--- src/rtl/doomsoc_rst_pkg.sv ---
// Shared reset-sequencing definitions: sequencer state encoding, debug
// counter width and the saturating-increment helper used for event counts.
package doomsoc_rst_pkg;

   localparam int LOCK_CNT_W = 8;

   typedef enum logic [1:0] {
      ST_WAIT_LOCK = 2'd0,
      ST_STABLE    = 2'd1,
      ST_SYS       = 2'd2,
      ST_RUN       = 2'd3
   } rst_state_t;

   // Increment that sticks at all-ones instead of wrapping.
   function automatic logic [LOCK_CNT_W-1:0] sat_inc(input logic [LOCK_CNT_W-1:0] v);
      logic [LOCK_CNT_W-1:0] r;
      if (v == {LOCK_CNT_W{1'b1}}) begin
         r = v;
      end else begin
         r = v + {{(LOCK_CNT_W-1){1'b0}}, 1'b1};
      end
      return r;
   endfunction

endpackage

--- src/rtl/sync_bit.sv ---
// Multi-flop synchroniser for a single asynchronous bit. Clears to 0 on
// reset so a not-yet-synchronised input always reads as inactive.
module sync_bit #(
   parameter int STAGES = 2
) (
   input  logic clk,
   input  logic rst_n,
   input  logic d,
   output logic q
);

   logic [STAGES-1:0] sync_r;

   // Shift the raw input through the synchroniser chain.
   always_ff @(posedge clk or negedge rst_n) begin
      if (!rst_n) begin
         sync_r <= {STAGES{1'b0}};
      end else begin
         sync_r <= {sync_r[STAGES-2:0], d};
      end
   end

   assign q = sync_r[STAGES-1];

endmodule

--- src/rtl/pll_rst_ctrl.sv ---
// Reset sequencer behind the system PLL: waits for a stable lock, then
// releases the system reset and, a fixed time later, the peripheral reset.
// Sustained lock loss or a software request re-runs the sequence.
module pll_rst_ctrl
   import doomsoc_rst_pkg::*;
#(
   parameter int SYNC_STAGES          = 2,
   parameter int LOCK_STABLE_CYCLES   = 1024,
   parameter int SYS_TO_PERIPH_CYCLES = 16,
   parameter int LOSS_FILTER          = 4
) (
   input  logic                  clk,
   input  logic                  rst_n,
   input  logic                  pll_locked,
   input  logic                  soft_rst_req,
   output logic                  rst_n_sys,
   output logic                  rst_n_periph,
   output logic                  ready,
   output logic [LOCK_CNT_W-1:0] lock_loss_count
);

   localparam int CNT_MAX = (LOCK_STABLE_CYCLES > SYS_TO_PERIPH_CYCLES) ?
                            LOCK_STABLE_CYCLES : SYS_TO_PERIPH_CYCLES;
   localparam int CNT_W   = $clog2(CNT_MAX);
   localparam int FILT_W  = (LOSS_FILTER > 1) ? $clog2(LOSS_FILTER) : 1;

   localparam logic [CNT_W-1:0]  CNT_ZERO  = CNT_W'(0);
   localparam logic [CNT_W-1:0]  CNT_ONE   = CNT_W'(1);
   localparam logic [CNT_W-1:0]  LOCK_LAST = CNT_W'(LOCK_STABLE_CYCLES - 1);
   localparam logic [CNT_W-1:0]  SYS_LAST  = CNT_W'(SYS_TO_PERIPH_CYCLES - 1);
   localparam logic [FILT_W-1:0] FILT_ZERO = FILT_W'(0);
   localparam logic [FILT_W-1:0] FILT_ONE  = FILT_W'(1);
   localparam logic [FILT_W-1:0] FILT_LAST = FILT_W'(LOSS_FILTER - 1);

   logic                  locked_s;
   rst_state_t            state_r, state_nx_s;
   logic [CNT_W-1:0]      cnt_r, cnt_nx_s;
   logic [FILT_W-1:0]     filt_r, filt_nx_s;
   logic                  hold_r, hold_nx_s;
   logic [LOCK_CNT_W-1:0] loss_cnt_r, loss_cnt_nx_s;
   logic                  rst_n_sys_r, rst_n_periph_r, ready_r;

   sync_bit #(
      .STAGES (SYNC_STAGES)
   ) u_lock_sync (
      .clk   (clk),
      .rst_n (rst_n),
      .d     (pll_locked),
      .q     (locked_s)
   );

   // Next-state, shared counter, loss filter and loss-event count.
   // hold marks the first STABLE cycle after a software restart: the
   // counter stays at zero for that cycle, so a restart takes one edge
   // longer than a fresh lock acquisition.
   always_comb begin
      state_nx_s    = state_r;
      cnt_nx_s      = cnt_r;
      filt_nx_s     = FILT_ZERO;
      hold_nx_s     = 1'b0;
      loss_cnt_nx_s = loss_cnt_r;
      case (state_r)
         ST_WAIT_LOCK: begin
            cnt_nx_s = CNT_ZERO;
            if (locked_s) begin
               state_nx_s = ST_STABLE;
            end else begin
               state_nx_s = ST_WAIT_LOCK;
            end
         end
         ST_STABLE: begin
            if (!locked_s) begin
               state_nx_s = ST_WAIT_LOCK;
               cnt_nx_s   = CNT_ZERO;
            end else if (soft_rst_req || hold_r) begin
               cnt_nx_s = CNT_ZERO;
            end else if (cnt_r == LOCK_LAST) begin
               state_nx_s = ST_SYS;
               cnt_nx_s   = CNT_ZERO;
            end else begin
               cnt_nx_s = cnt_r + CNT_ONE;
            end
         end
         ST_SYS, ST_RUN: begin
            if (!locked_s && (filt_r == FILT_LAST)) begin
               // Lock loss takes priority over a coincident software request.
               state_nx_s    = ST_WAIT_LOCK;
               cnt_nx_s      = CNT_ZERO;
               loss_cnt_nx_s = sat_inc(loss_cnt_r);
            end else if (soft_rst_req) begin
               state_nx_s = ST_STABLE;
               cnt_nx_s   = CNT_ZERO;
               hold_nx_s  = 1'b1;
            end else begin
               if (locked_s) begin
                  filt_nx_s = FILT_ZERO;
               end else begin
                  filt_nx_s = filt_r + FILT_ONE;
               end
               if (state_r == ST_SYS) begin
                  if (cnt_r == SYS_LAST) begin
                     state_nx_s = ST_RUN;
                     cnt_nx_s   = CNT_ZERO;
                  end else begin
                     cnt_nx_s = cnt_r + CNT_ONE;
                  end
               end else begin
                  cnt_nx_s = cnt_r;
               end
            end
         end
         default: begin
            state_nx_s = ST_WAIT_LOCK;
            cnt_nx_s   = CNT_ZERO;
         end
      endcase
   end

   // Sequencer state and registered reset/ready outputs.
   always_ff @(posedge clk or negedge rst_n) begin
      if (!rst_n) begin
         state_r        <= ST_WAIT_LOCK;
         cnt_r          <= CNT_ZERO;
         filt_r         <= FILT_ZERO;
         hold_r         <= 1'b0;
         loss_cnt_r     <= {LOCK_CNT_W{1'b0}};
         rst_n_sys_r    <= 1'b0;
         rst_n_periph_r <= 1'b0;
         ready_r        <= 1'b0;
      end else begin
         state_r        <= state_nx_s;
         cnt_r          <= cnt_nx_s;
         filt_r         <= filt_nx_s;
         hold_r         <= hold_nx_s;
         loss_cnt_r     <= loss_cnt_nx_s;
         rst_n_sys_r    <= (state_nx_s == ST_SYS) || (state_nx_s == ST_RUN);
         rst_n_periph_r <= (state_nx_s == ST_RUN);
         ready_r        <= (state_nx_s == ST_RUN);
      end
   end

   assign rst_n_sys       = rst_n_sys_r;
   assign rst_n_periph    = rst_n_periph_r;
   assign ready           = ready_r;
   assign lock_loss_count = loss_cnt_r;

endmodule

--- config.mk ---
export PLATFORM = sky130hd
export DESIGN_NAME = pll_rst_ctrl
export DESIGN_NICKNAME = d
export VERILOG_FILES = /design/src/rtl/doomsoc_rst_pkg.sv /design/src/rtl/sync_bit.sv /design/src/rtl/pll_rst_ctrl.sv
export SDC_FILE = /design/constraint.sdc
export NUM_CORES = 1
export LEC_CHECK = 0
export CORE_ASPECT_RATIO = 1.25
export CORE_UTILIZATION = 30
export CTS_CLUSTER_DIAMETER = 40
export CTS_CLUSTER_SIZE = 24
export DETAILED_ROUTE_END_ITERATION = 16
export HOLD_SLACK_MARGIN = 0.1
export SETUP_SLACK_MARGIN = 0.15
export SLEW_MARGIN = 40
export SYNTH_ARGS = -nofsm -noshare
export SYNTH_HDL_FRONTEND = slang
export SYNTH_HIERARCHICAL = 1
export SYNTH_SLANG_ARGS = --single-unit
--- constraint.sdc ---
create_clock -name clk -period 2.2 [get_ports clk]
set_clock_uncertainty 0.2 [all_clocks]
set_input_delay 0.44 -clock clk [delete_from_list [all_inputs] [get_ports clk]]
set_output_delay 0.44 -clock clk [all_outputs]
set_load 0.05 [all_outputs]
* Word level (Yosys, flattened, before mapping)
Cells that the tools add are included.
** Operators by class
- Add/subtract/negate cells :: 3
- Multipliers :: 0
- Div/mod/pow operators :: 0
- Magnitude comparators :: 0
- Equality and inequality tests :: 10
- Shifts and indexed selects :: 0
- Mux-type cells :: 24
- Bitwise gates (word level) :: 1
- Reductions and logical operators :: 7
** Operators with widths (count)
- two-way mux 10 bit :: 7
- one-hot mux 10 bit (3 select lines) :: 1
- two-way mux 2 bit :: 11
- adder 10 x 1 -> 10 bit, second input constant :: 1
- equality test 10 bit, second input constant :: 1
- equality test 10 x 4 -> 1 bit, second input constant :: 1
- equality test 2 bit, second input constant :: 5
- adder 8 x 1 -> 8 bit, second input constant :: 1
- equality test 8 bit, second input constant :: 1
- one-hot mux 2 bit (3 select lines) :: 1
- two-way mux 1 bit :: 4
- != test 4 bit, second input constant :: 1
- AND reduction 3 bit :: 1
- adder 2 x 1 -> 2 bit, second input constant :: 1
- equality test 2 x 1 -> 1 bit, second input constant :: 1
- zero test 2 bit :: 1
- logical OR 1 bit :: 2
- OR reduction 2 bit :: 1
- logical AND 1 bit :: 1
- zero test 1 bit :: 1
- inverter 1 bit :: 1
** Word-level totals
- Bits in registers :: 27
- Bits in latches :: 0
- RAM bits :: 0
- Memory bits (read-only) :: 0
- Input bits :: 4
- Output and inout bits :: 11
- Memories :: 0

* Logic depth before layout (Yosys ltp)
Gate-level depths: netlist of run 1.
- Word-level depth :: 8
- Depth in mapped cells :: 6
- Depth with buffers taken out :: 6

* Hierarchy
Netlist of run 1, hierarchy kept.
** Modules (own cells, without submodules)
- pll_rst_ctrl :: times used 1, cells each 121, area each 1246.2 µm²
- sync_bit :: times used 1, cells each 2, area each 50.0 µm²

* Worst setup path before layout of run 1
No wires, ideal clock.
- Kind :: register to register
- From :: register rst_n_sys (netlist name)
- To :: register cnt_r[5]
- Setup time :: 0.065 ns
- Arrival time :: 1.897 ns
- Required time :: 1.935 ns
- Setup slack :: 0.037 ns
- Cell stages (with the launch flop) :: 6
- Path buffers :: 0
- Period minus slack after synthesis :: 2.163 ns
- Cell sequence :: dfrtp_1 > nand2b_1 > or4b_4 > o22a_4 > o21ai_0 > a22o_1
** RTL lines
- to (signal assigned) :: line pll_rst_ctrl.sv:132 : cnt_r <= cnt_nx_s;
- to (decl) :: line pll_rst_ctrl.sv:37 : logic [CNT_W-1:0] cnt_r, cnt_nx_s;

* Worst setup path after layout of run 1
- From :: input soft_rst_req
- To :: register cnt_r[5]
** On the way
- Word-level cells in the longest chain between the ends :: 4
** RTL lines
- from (decl) :: line pll_rst_ctrl.sv:15 : input logic soft_rst_req,
- logical OR 1 bit :: line pll_rst_ctrl.sv:75 : end else if (soft_rst_req || hold_r) begin
- two-way mux 10 bit :: line pll_rst_ctrl.sv:75
- two-way mux 10 bit :: line pll_rst_ctrl.sv:72 : if (!locked_s) begin
- one-hot mux 10 bit (3 select lines) :: line pll_rst_ctrl.sv:62 : case (state_r)
Parallel ways exist; a longest one is shown, timed or not.
A chain may end at the register's enable or synchronous reset.

==> results.md, run 1 <==
* Grt ovf at 0
* Peak supply drop at 243 uV
* Post-synth top area share at 50.2%
* CTS buffer count at 3
* Clk slew on worst S/H paths at 0.08 ns
* Syn Area/Cell at 10.5 um2
* Total power at 0.830 mW
* Wire length per cell at 12.8 um
* Core box area at 4100 um2
* Count leader, synth: dfrtp_1
* Final setup margin at 0.153 ns
* Gr usage total at 13.0%
* Worst slew margin at 66.9%
* Status: completed
* Top cells by area, synth: dfrtp_1, o21ai_0, xnor2_1
* Hold buffers post-CTS at 0
* CTS root buf: clkbuf_8
* Antenna cells at 0
* Fin. Hold Viols at 0
* Clock power frac at 36.5%
* Mapped Area at 1300 um2
* TritonRoute pass-1 iters at 2
* # nets final at 158
* Sequential area share after synthesis at 50.2%
* Critical setup path kind: in -> reg
* Layout cells sized above 1 at 26.0%
* Number of flops mapped to enable cells by yosys at 0
* Setup violations, final at 0
* Worst-path fanout max at 7
* Yosys top cell by area: dfrtp_1
* Die height at 75.5 um
* Comb power frac at 4.9%
* Slowest stage delay, CP at 0.54 ns
* NetSw at 0.169 mW
* Via Count at 1017
* Vias per std cell at 4.94
* Worst setup EP type: flip-flop
* # clock sinks at 26
* Syn_nets at 130
* Number of global-route vias before repair at 1004
* DR DRC count at 0
* H-tree Lvls at 1
* Hpwl dp at 1950 um
* Post-Route WL at 2640 um
* Initial Utilization at 31.6%
* Number of antenna violations at the first check in global routing at 0
* PwrDens at 503 nW/um2
* Static leakage at 0.749 nW
* Crit path buffers/inverters at 1
* First-pass GRT wire length at 4410 um
* Slew @ Worst Pin at 0.498 ns
* WP data arrival at 2.06 ns
* Post-synthesis register bit count at 26
* Synth Instances at 123
* Worst hold path class: reg -> reg
* Internal power at 0.662 mW
* RSZ-0062 raised after global routing: yes
* Io pins at 15
* Top post-synthesis cells by count: dfrtp_1, nand2_1, o21ai_0, nor2_1, nand4_1
* Synth async-reset ratio at 100%
* Die width at 60.8 um
* CTS tree: done
* Setup crit start kind: primary input
* Syn-to-layout area delta at 27.4%
* CTS Buffer Depth at 2
* Fillers at 444
* Die ar. at 4590 um2
* Tmin final at 2.05 ns
* Delay-heaviest family, CP: compound AO/OA/AOI/OAI gates
* Max-slew violations at 0
* Sequential fraction of design power at 58.6%
* Worst path slowest cell: or4b_4
* GP Congestion at 0.878
* Routed Antenna Nets at 0
* Hold_ws at 0.157 ns
* Max-cap violation count at 0
* Pre-CTS setup slack at -0.112 ns
* Largest net degree at the start of global routing at 27
* Sw Ratio at 20.3%
* Crit path cell chain: clkdlybuf4s50_1 > or4b_4 > o22a_4 > o21ai_0 > a22o_1
* Cell Rows at 26
* Synth Warn # at 6
* Port buffer count at 14
* Initial drt markers at 11
* Worst EP required at 2.21 ns
* Fmax achieved at 489 MHz
* Main synth FF type: dfrtp_1
* Final worst-path cycle share at 93.0%
* Worst-Skew Late Latency at 0.27 ns
* Fin Setup TNS at 0 ns
* Yosys cell types at 34
## layer usage
metal | routed length, um | vias to the layer above | part of all wire, % | GRT usage [%]
li1 | - | 505 | - | -
met1 | 1100 | 487 | 42 | 14.9
met2 | 1390 | 18 | 53 | 23.0
met3 | 77 | 7 | 2.9 | 2.21
met4 | 71 | 0 | 2.7 | 6.82
met5 | 0 | - | 0 | 0
## stage by stage
stage	cell area (um2)	utilization, %	instances
floorplan	1310	-	123
global placement	1550	37.9	199
detailed placement	1550	37.9	199
CTS	1620	39.6	205
global route	1650	40.3	206
finish	1650	40.3	206
## flip-flops by register name (all words and copies together) (netlist names)
name	count
filt_r	2
cnt_r	10
rst_n_sys	1
u_lock_sync/sync_r	2
lock_loss_count	8
state_r	1
hold_r	1
ready	1
## kinds of logic after synthesis
logic type	share of synthesized area, %
simple gates	25.2
flops	50.2
buf+inv	1.74
compound gates	13.5
xor+xnor	4.73
mux	1.74
fa+ha+maj	2.90
## power by group through the flow
stage	registers, mW	logic (mW)	clock network (mW)
final	0.487	0.0406	0.303
after global routing	0.488	0.0461	0.332
after CTS	0.486	0.0394	0.314
after detailed placement	0.496	0.0376	0
after global placement	0.496	0.0364	0
after floorplan	0.495	0.0153	0
## worst register-to-register path: stages (launching register included)
cell,delay (ns)
dfrtp_2,0.45
or4_4,0.55
nor4_4,0.19
o22a_4,0.23
nor2_4,0.06
mux2_2,0.25
## worst paths after layout
path | startpoint | endpoint | slack, ns | cells after the start
worst max-delay path | soft_rst_req | cnt_r[5]$_DFFE_PN0P_ | 0.15 | 5
worst min-delay path | u_lock_sync/sync_r[0]$_DFF_PN0_ | u_lock_sync/sync_r[1]$_DFF_PN0_ | 0.16 | 0
worst max register to register | cnt_r[7]$_DFFE_PN0P_ | cnt_r[0]$_DFFE_PN0P_ | 0.16 | 5
worst min register to register | u_lock_sync/sync_r[0]$_DFF_PN0_ | u_lock_sync/sync_r[1]$_DFF_PN0_ | 0.16 | 0
max in group asynchronous | rst_n | lock_loss_count[3]$_DFFE_PN0P_ | 1.19 | 2
min in group asynchronous | rst_n | cnt_r[2]$_DFFE_PN0P_ | 0.34 | 2
## cell type report
cell class / count / area [um2] / area share (%)
tap: 56 / 70.1 / 4.24
multi-input combinational: 92 / 653 / 39.5
inverter: 4 / 15.0 / 0.909
clock buffer: 4 / 55.1 / 3.33
sequential: 26 / 661 / 40.0
timing repair buffer: 24 / 198 / 12.0
## placed cells by master, fill, tap and decap left out, drive strengths merged, types with 5 or more instances in the layout
cell / netlist / final
o21ai: 11 / 11
dlygate4sd2: 0 / 8
buf: 1 / 13
nand2: 11 / 11
nor3: 5 / 5
dfrtp: 26 / 26
nor2: 9 / 9
nand4: 6 / 6
xnor2: 5 / 5
## what timing repair did
item,4_1_cts,5_1_grt
setup buffers,2,1
resized for setup,10,6
pin swaps,1,0
setup endpoints to repair,13,10
(Power assumes the default switching activity.)
==> inputs of run 2 (changes only) <==
- ABC_CLOCK_PERIOD_IN_PS: not set -> 2200
==> results of run 2 <==
Same layout as run 1: the final DEF is identical, and so are final timing and power.
